**config.mk**
```make
export PLATFORM = sky130hd
export DESIGN_NAME = tuning_code_broadcaster
export DESIGN_NICKNAME = d
export VERILOG_FILES = /design/src/rtl/tuning_pkg.sv /design/src/rtl/tuning_phase_timer.sv /design/src/rtl/tuning_code_broadcaster.sv
export SDC_FILE = /design/constraint.sdc
export NUM_CORES = 1
export LEC_CHECK = 0
export CAP_MARGIN = 10
export CELL_PAD_IN_SITES_DETAIL_PLACEMENT = 0
export CELL_PAD_IN_SITES_GLOBAL_PLACEMENT = 1
export CORE_UTILIZATION = 40
export CTS_BUF_LIST = sky130_fd_sc_hd__clkbuf_2
export DETAILED_ROUTE_END_ITERATION = 10
export GPL_ROUTABILITY_DRIVEN = 0
export GPL_TIMING_DRIVEN = 0
export HOLD_SLACK_MARGIN = 0.03
export MAX_ROUTING_LAYER = met4
export PLACE_DENSITY = 0.92
export RECOVER_POWER = 25
export SYNTH_ARGS = -nofsm -noshare
export SYNTH_HDL_FRONTEND = slang
export SYNTH_SLANG_ARGS = --single-unit
export TNS_END_PERCENT = 100
```
**constraint.sdc**
```tcl
create_clock -name clk -period 3.1 [get_ports clk]
set_input_delay 0.62 -clock clk [delete_from_list [all_inputs] [get_ports clk]]
set_output_delay 0.62 -clock clk [all_outputs]
set_load 0.02 [all_outputs]
```
**src/rtl/tuning_pkg.sv**
```systemverilog
// Shared types and default constants for the capacitor-board tuning bus driver.
package tuning_pkg;

  localparam int TUNING_CODE_W      = 7;
  localparam int TUNING_MAX_CODE    = 80;
  localparam int TUNING_SETUP_CYC   = 4;
  localparam int TUNING_ENABLE_CYC  = 8;
  localparam int TUNING_HOLD_CYC    = 2;
  localparam int TUNING_REFRESH_CYC = 4096;

  typedef enum logic [1:0] {
    ST_IDLE   = 2'd0,
    ST_SETUP  = 2'd1,
    ST_STROBE = 2'd2,
    ST_HOLD   = 2'd3
  } tuning_state_e;

endpackage

```
**src/rtl/tuning_phase_timer.sv**
```systemverilog
// Loadable 4-bit down-counter; o_done is high while the count sits at zero.
module tuning_phase_timer (
  input  logic       clk,
  input  logic       rst_n,
  input  logic       i_load,
  input  logic [3:0] i_load_val,
  output logic       o_done
);

  logic [3:0] r_count;

  always_ff @(posedge clk or negedge rst_n) begin
    if (!rst_n) begin
      r_count <= 4'd0;
    end else if (i_load) begin
      r_count <= i_load_val;
    end else if (r_count != 4'd0) begin
      r_count <= r_count - 4'd1;
    end
  end

  assign o_done = (r_count == 4'd0);

endmodule

```
**src/rtl/tuning_code_broadcaster.sv**
```systemverilog
// Tuning bus master: clamps a requested code and broadcasts it with a setup/enable/hold strobe.
// Optional periodic rebroadcast of the last code is enabled by defining TUNING_REFRESH_EN.
module tuning_code_broadcaster
  import tuning_pkg::*;
#(
  parameter int CODE_W      = TUNING_CODE_W,
  parameter int MAX_CODE    = TUNING_MAX_CODE,
  parameter int SETUP_CYC   = TUNING_SETUP_CYC,
  parameter int ENABLE_CYC  = TUNING_ENABLE_CYC,
  parameter int HOLD_CYC    = TUNING_HOLD_CYC,
  parameter int REFRESH_CYC = TUNING_REFRESH_CYC
) (
  input  logic              clk,
  input  logic              rst_n,
  input  logic              req_valid,
  input  logic [CODE_W-1:0] req_code,
  output logic              req_ready,
  output logic [CODE_W-1:0] tuningCode,
  output logic              enable,
  output logic              busy,
  output logic [CODE_W-1:0] cur_code,
  output logic              clamp_err
);

  tuning_state_e     r_state;
  logic              r_req_ready;
  logic [CODE_W-1:0] r_tuning_code;
  logic              r_enable;
  logic              r_busy;
  logic [CODE_W-1:0] r_cur_code;
  logic              r_clamp_err;

  logic              w_accept;
  logic              w_over;
  logic              w_refresh_fire;
  logic              w_start;
  logic [CODE_W-1:0] w_clamped;
  logic [CODE_W-1:0] w_start_code;
  logic              w_load;
  logic [3:0]        w_load_val;
  logic              w_done;

  assign w_accept     = req_valid && r_req_ready;
  assign w_over       = (req_code > CODE_W'(MAX_CODE));
  assign w_clamped    = w_over ? CODE_W'(MAX_CODE) : req_code;
  assign w_start      = w_accept || w_refresh_fire;
  assign w_start_code = w_accept ? w_clamped : r_cur_code;

`ifdef TUNING_REFRESH_EN
  localparam int REF_W = $clog2(REFRESH_CYC) + 1;

  logic [REF_W-1:0] r_refresh_cnt;

  // A pending request always beats an expiring refresh.
  assign w_refresh_fire = (r_state == ST_IDLE) && !req_valid &&
                          (r_refresh_cnt == REF_W'(REFRESH_CYC - 1));

  always_ff @(posedge clk or negedge rst_n) begin
    if (!rst_n) begin
      r_refresh_cnt <= '0;
    end else if ((r_state != ST_IDLE) || w_start) begin
      r_refresh_cnt <= '0;
    end else begin
      r_refresh_cnt <= r_refresh_cnt + REF_W'(1);
    end
  end
`else
  logic w_unused_refresh;

  assign w_refresh_fire   = 1'b0;
  assign w_unused_refresh = ^REFRESH_CYC;
`endif

  // Each phase reloads the shared timer with (length-1) as it is entered.
  always_comb begin
    w_load     = 1'b0;
    w_load_val = 4'd0;
    case (r_state)
      ST_IDLE: begin
        if (w_start) begin
          w_load     = 1'b1;
          w_load_val = 4'(SETUP_CYC - 1);
        end
      end
      ST_SETUP: begin
        if (w_done) begin
          w_load     = 1'b1;
          w_load_val = 4'(ENABLE_CYC - 1);
        end
      end
      ST_STROBE: begin
        if (w_done) begin
          w_load     = 1'b1;
          w_load_val = 4'(HOLD_CYC - 1);
        end
      end
      default: begin
        w_load     = 1'b0;
        w_load_val = 4'd0;
      end
    endcase
  end

  tuning_phase_timer u_timer (
    .clk        (clk),
    .rst_n      (rst_n),
    .i_load     (w_load),
    .i_load_val (w_load_val),
    .o_done     (w_done)
  );

  always_ff @(posedge clk or negedge rst_n) begin
    if (!rst_n) begin
      r_state       <= ST_IDLE;
      r_req_ready   <= 1'b1;
      r_tuning_code <= '0;
      r_enable      <= 1'b0;
      r_busy        <= 1'b0;
      r_cur_code    <= '0;
      r_clamp_err   <= 1'b0;
    end else begin
      r_clamp_err <= 1'b0;
      case (r_state)
        ST_IDLE: begin
          if (w_start) begin
            r_state       <= ST_SETUP;
            r_tuning_code <= w_start_code;
            r_cur_code    <= w_start_code;
            r_busy        <= 1'b1;
            r_req_ready   <= 1'b0;
            r_clamp_err   <= w_accept && w_over;
          end
        end
        ST_SETUP: begin
          if (w_done) begin
            r_state  <= ST_STROBE;
            r_enable <= 1'b1;
          end
        end
        ST_STROBE: begin
          if (w_done) begin
            r_state  <= ST_HOLD;
            r_enable <= 1'b0;
          end
        end
        ST_HOLD: begin
          if (w_done) begin
            r_state     <= ST_IDLE;
            r_busy      <= 1'b0;
            r_req_ready <= 1'b1;
          end
        end
        default: begin
          r_state <= ST_IDLE;
        end
      endcase
    end
  end

  assign req_ready  = r_req_ready;
  assign tuningCode = r_tuning_code;
  assign enable     = r_enable;
  assign busy       = r_busy;
  assign cur_code   = r_cur_code;
  assign clamp_err  = r_clamp_err;

endmodule

```
==> summary.txt <==
Cells and area
  – Fillers: around 190
  – Final Cell Area: 1316 sq um
  – Final Net Count: ~150
  – Area Growth Syn to Fin: 32.83%
  – # diodes: 0
  – Share of cells above drive strength 1: between 10 and 15%

Routing
  – Post-Route WL: ~1900 um
  – Antenna Nets Post-Route: 0
  – WL/cell: roughly 12 um
  – Via Count: 786
  – Drt drc: 0
  – Initial DRC count: 10
  – First drt pass iteration count: 4
  – Via density: 5.104

Global routing
  – Vias in the first global route: 754
  – Total grt overflow: 0
  – Antenna violations before repair: 0
  – Global-route wire length before repair: 3367 um
  – Largest net degree at the start of global routing: 18
  – Total global-route track usage: between 15 and 20%

Synthesis
  – Main synth FF type: dfrtp_1
  – Yosys cell types: 30
  – Post-Syn Area: 991.0 sq um
  – Synth Net Count: 113
  – Synth area leaders: dfrtp_1 40%, ha_1 10%, buf_4 5.3%
  – Synth Instances: between 90 and 100
  – Yosys warnings: 0
  – Asr flop ratio synth: 100.0%
  – Synth area leader: dfrtp_1
  – Yosys reg bits: 17
  – Avg Cell Area, Syn: 10.43 sq um
  – Sequential share of the synthesized area: 43.06%
  – Post-synth EDFFs: 0
  – Area fraction of the dominant cell type after synthesis: around two fifths
  – Most common cell in the netlist: dfrtp_1
  – Most instantiated cells after synthesis: 16 x dfrtp_1, 8 x ha_1, 7 x buf_4, 7 x inv_1, 7 x nand2_1

Clock tree
  – CTS tree: done
  – Clock slew at reported path FFs: about 0.17 ns
  – PostCTS Resize Cnt: 0
  – Max Buffers Root-to-Sink: 2
  – Clk root buf: clkbuf_2
  – Clock latency on the worst-skew pair: 0.30 ns
  – Post-CTS setup buffer count: 0
  – # hold bufs at CTS: 0
  – Clock sinks: 17
  – CTS Buf Count: 3
  – # H-tree levels: 1

Placement
  – Port Buffers: 27
  – Final HPWL DP: ~1500 um
  – Dpl cell area: between 1000 and 1500 sq um

Setup path
  – CP delay by family, top: flip-flops
  – Worst Path Required: ~2.5 ns
  – Slowest Stage Delay on Critical Path: 0.61 ns
  – Critical Path Fanout Max: 6
  – CP arrival: between 1.5 and 2 ns
  – Worst-path cell chain: clkdlybuf4s50_1
  – Worst Setup Path Type: reg -> out
  – CP max-delay cell: dfstp_2
  – Buf/Inv on CP: 1
  – Crit end category: output port
  – CP startpoint kind: flip-flop

Job
  – Max Cap Violations: 0

Run status
  – Status: finished clean

STA
  – Fin. max-slew vios: 0
  – Final hold violation count: 0
  – Tmin final: between 2 and 2.5 ns
  – Setup violators final: 0
  – Setup TNS: 0 ns
  – Skew final: 0.004731 ns
  – RSZ-0062 raised after global routing: false
  – Fmax: 0.4654 GHz
  – Slew margin rel.: approximately half
  – Worst-margin pin slew: ~0.75 ns
  – Final Cycle Share: 69.31%

Die
  – Initial Utilization: a little over two fifths
  – Core Area: around 2300 sq um
  – Ports: 28
  – # rows: 17
  – Die ar.: around 2700 sq um
  – Die height: about 52 um
  – Die Wd: between 50 and 60 um

Pwr
  – Worst ir drop on vdd: between 0.0006 and 0.0007 V
  – Tot Pwr: 1.407 mW
  – Leakage: 0.6130 nW
  – Cell area power density: approximately 1100 nW/um^2

Min path
  – Hold Crit Class: reg -> reg
[layer usage]
| metal | vias up | share of wire, % | track usage, % |
|---|---|---|---|
| li1 | 389 | - | - |
| met1 | 381 | 46 | 22.62 |
| met2 | 12 | 49 | 28.14 |
| met3 | 4 | 1.7 | 1.754 |
| met4 | 0 | 2.6 | 9.459 |
| met5 | - | 0 | - |
[report_power, final]
part	switching, mW	total [mW]	internal [mW]	leakage [nW]
logic	0.424	0.883	0.460	0.387
registers	0.0947	0.420	0.325	0.210
clock network	0.0743	0.104	0.0292	0.0164
total	0.593	1.41	0.814	0.613
[final timing paths]
kind | startpoint | endpoint | slack (ns) | depth (start not counted)
setup reg to reg | r_state[0] | u_timer.r_count[0] | 1.42 | 5
hold / removal | cur_code[6] | cur_code[6] | 0.53 | 2
setup / recovery | req_ready | req_ready | 0.95 | 1
min in group asynchronous | rst_n | u_timer.r_count[2] | 0.79 | 1
hold reg to reg | cur_code[6] | cur_code[6] | 0.53 | 2
max in group asynchronous | rst_n | r_state[0] | 1.84 | 1
[logic make-up after synthesis]
kind of cell / Yosys count / share of synthesized area, %
mux: 5 / 5.177
simple gates: 26 / 14.65
compound gates: 23 / 17.55
fa+ha+maj: 8 / 10.10
flops: 17 / 43.06
buf+inv: 16 / 9.470
[registers in the layout, summed over array words and instances (netlist names)]
| register | count |
|---|---|
| cur_code | 7 |
| busy | 1 |
| r_state | 2 |
| clamp_err | 1 |
| enable | 1 |
| u_timer.r_count | 4 |
| req_ready | 1 |
[final cells by class]
type	count	area (sq um)	area share, %
Tap cell	28	35.03	2.662
Timing Repair Buffer	27	270.3	20.53
Sequential cell	17	426.7	32.41
Clock buffer	3	15.01	1.141
Buffer	9	67.56	5.133
Clock inverter	1	5.005	0.3802
Multi-Input combinational cell	62	470.5	35.74
Inverter	7	26.28	1.996
[placed cells by master, fill, tap and decap left out, types with 2 or more instances in the layout]
| cell | netlist | final |
|---|---|---|
| nand2b_1 | 2 | 2 |
| nor3_1 | 2 | 2 |
| nand2_1 | 7 | 7 |
| clkdlybuf4s50_1 | 0 | 26 |
| o211ai_2 | 2 | 2 |
| dfrtp_1 | 16 | 16 |
| o21ai_0 | 5 | 5 |
| buf_4 | 7 | 7 |
| o2111ai_1 | 2 | 2 |
| nor2b_1 | 2 | 2 |
| inv_1 | 7 | 7 |
| a21oi_1 | 5 | 5 |
| mux2i_1 | 4 | 4 |
| clkbuf_2 | 0 | 3 |
| ha_1 | 8 | 8 |
| a22o_1 | 5 | 5 |
| nor2_1 | 6 | 6 |
[stage by stage]
step / util [%] / std cells / hold slack, ns / setup slack (ns)
floorplan: - / 95 / 0.3244 / 1.556
CTS: 57.83 / 154 / 0.5418 / 0.9435
global placement: 56.95 / 150 / 0.4884 / 1.179
detailed placement: 56.95 / 150 / 0.5033 / 1.155
global route: 57.83 / 154 / 0.5714 / 0.8667
finish: 57.83 / 154 / 0.5306 / 0.9512
Note: power is estimated with default switching activity, not from simulation.
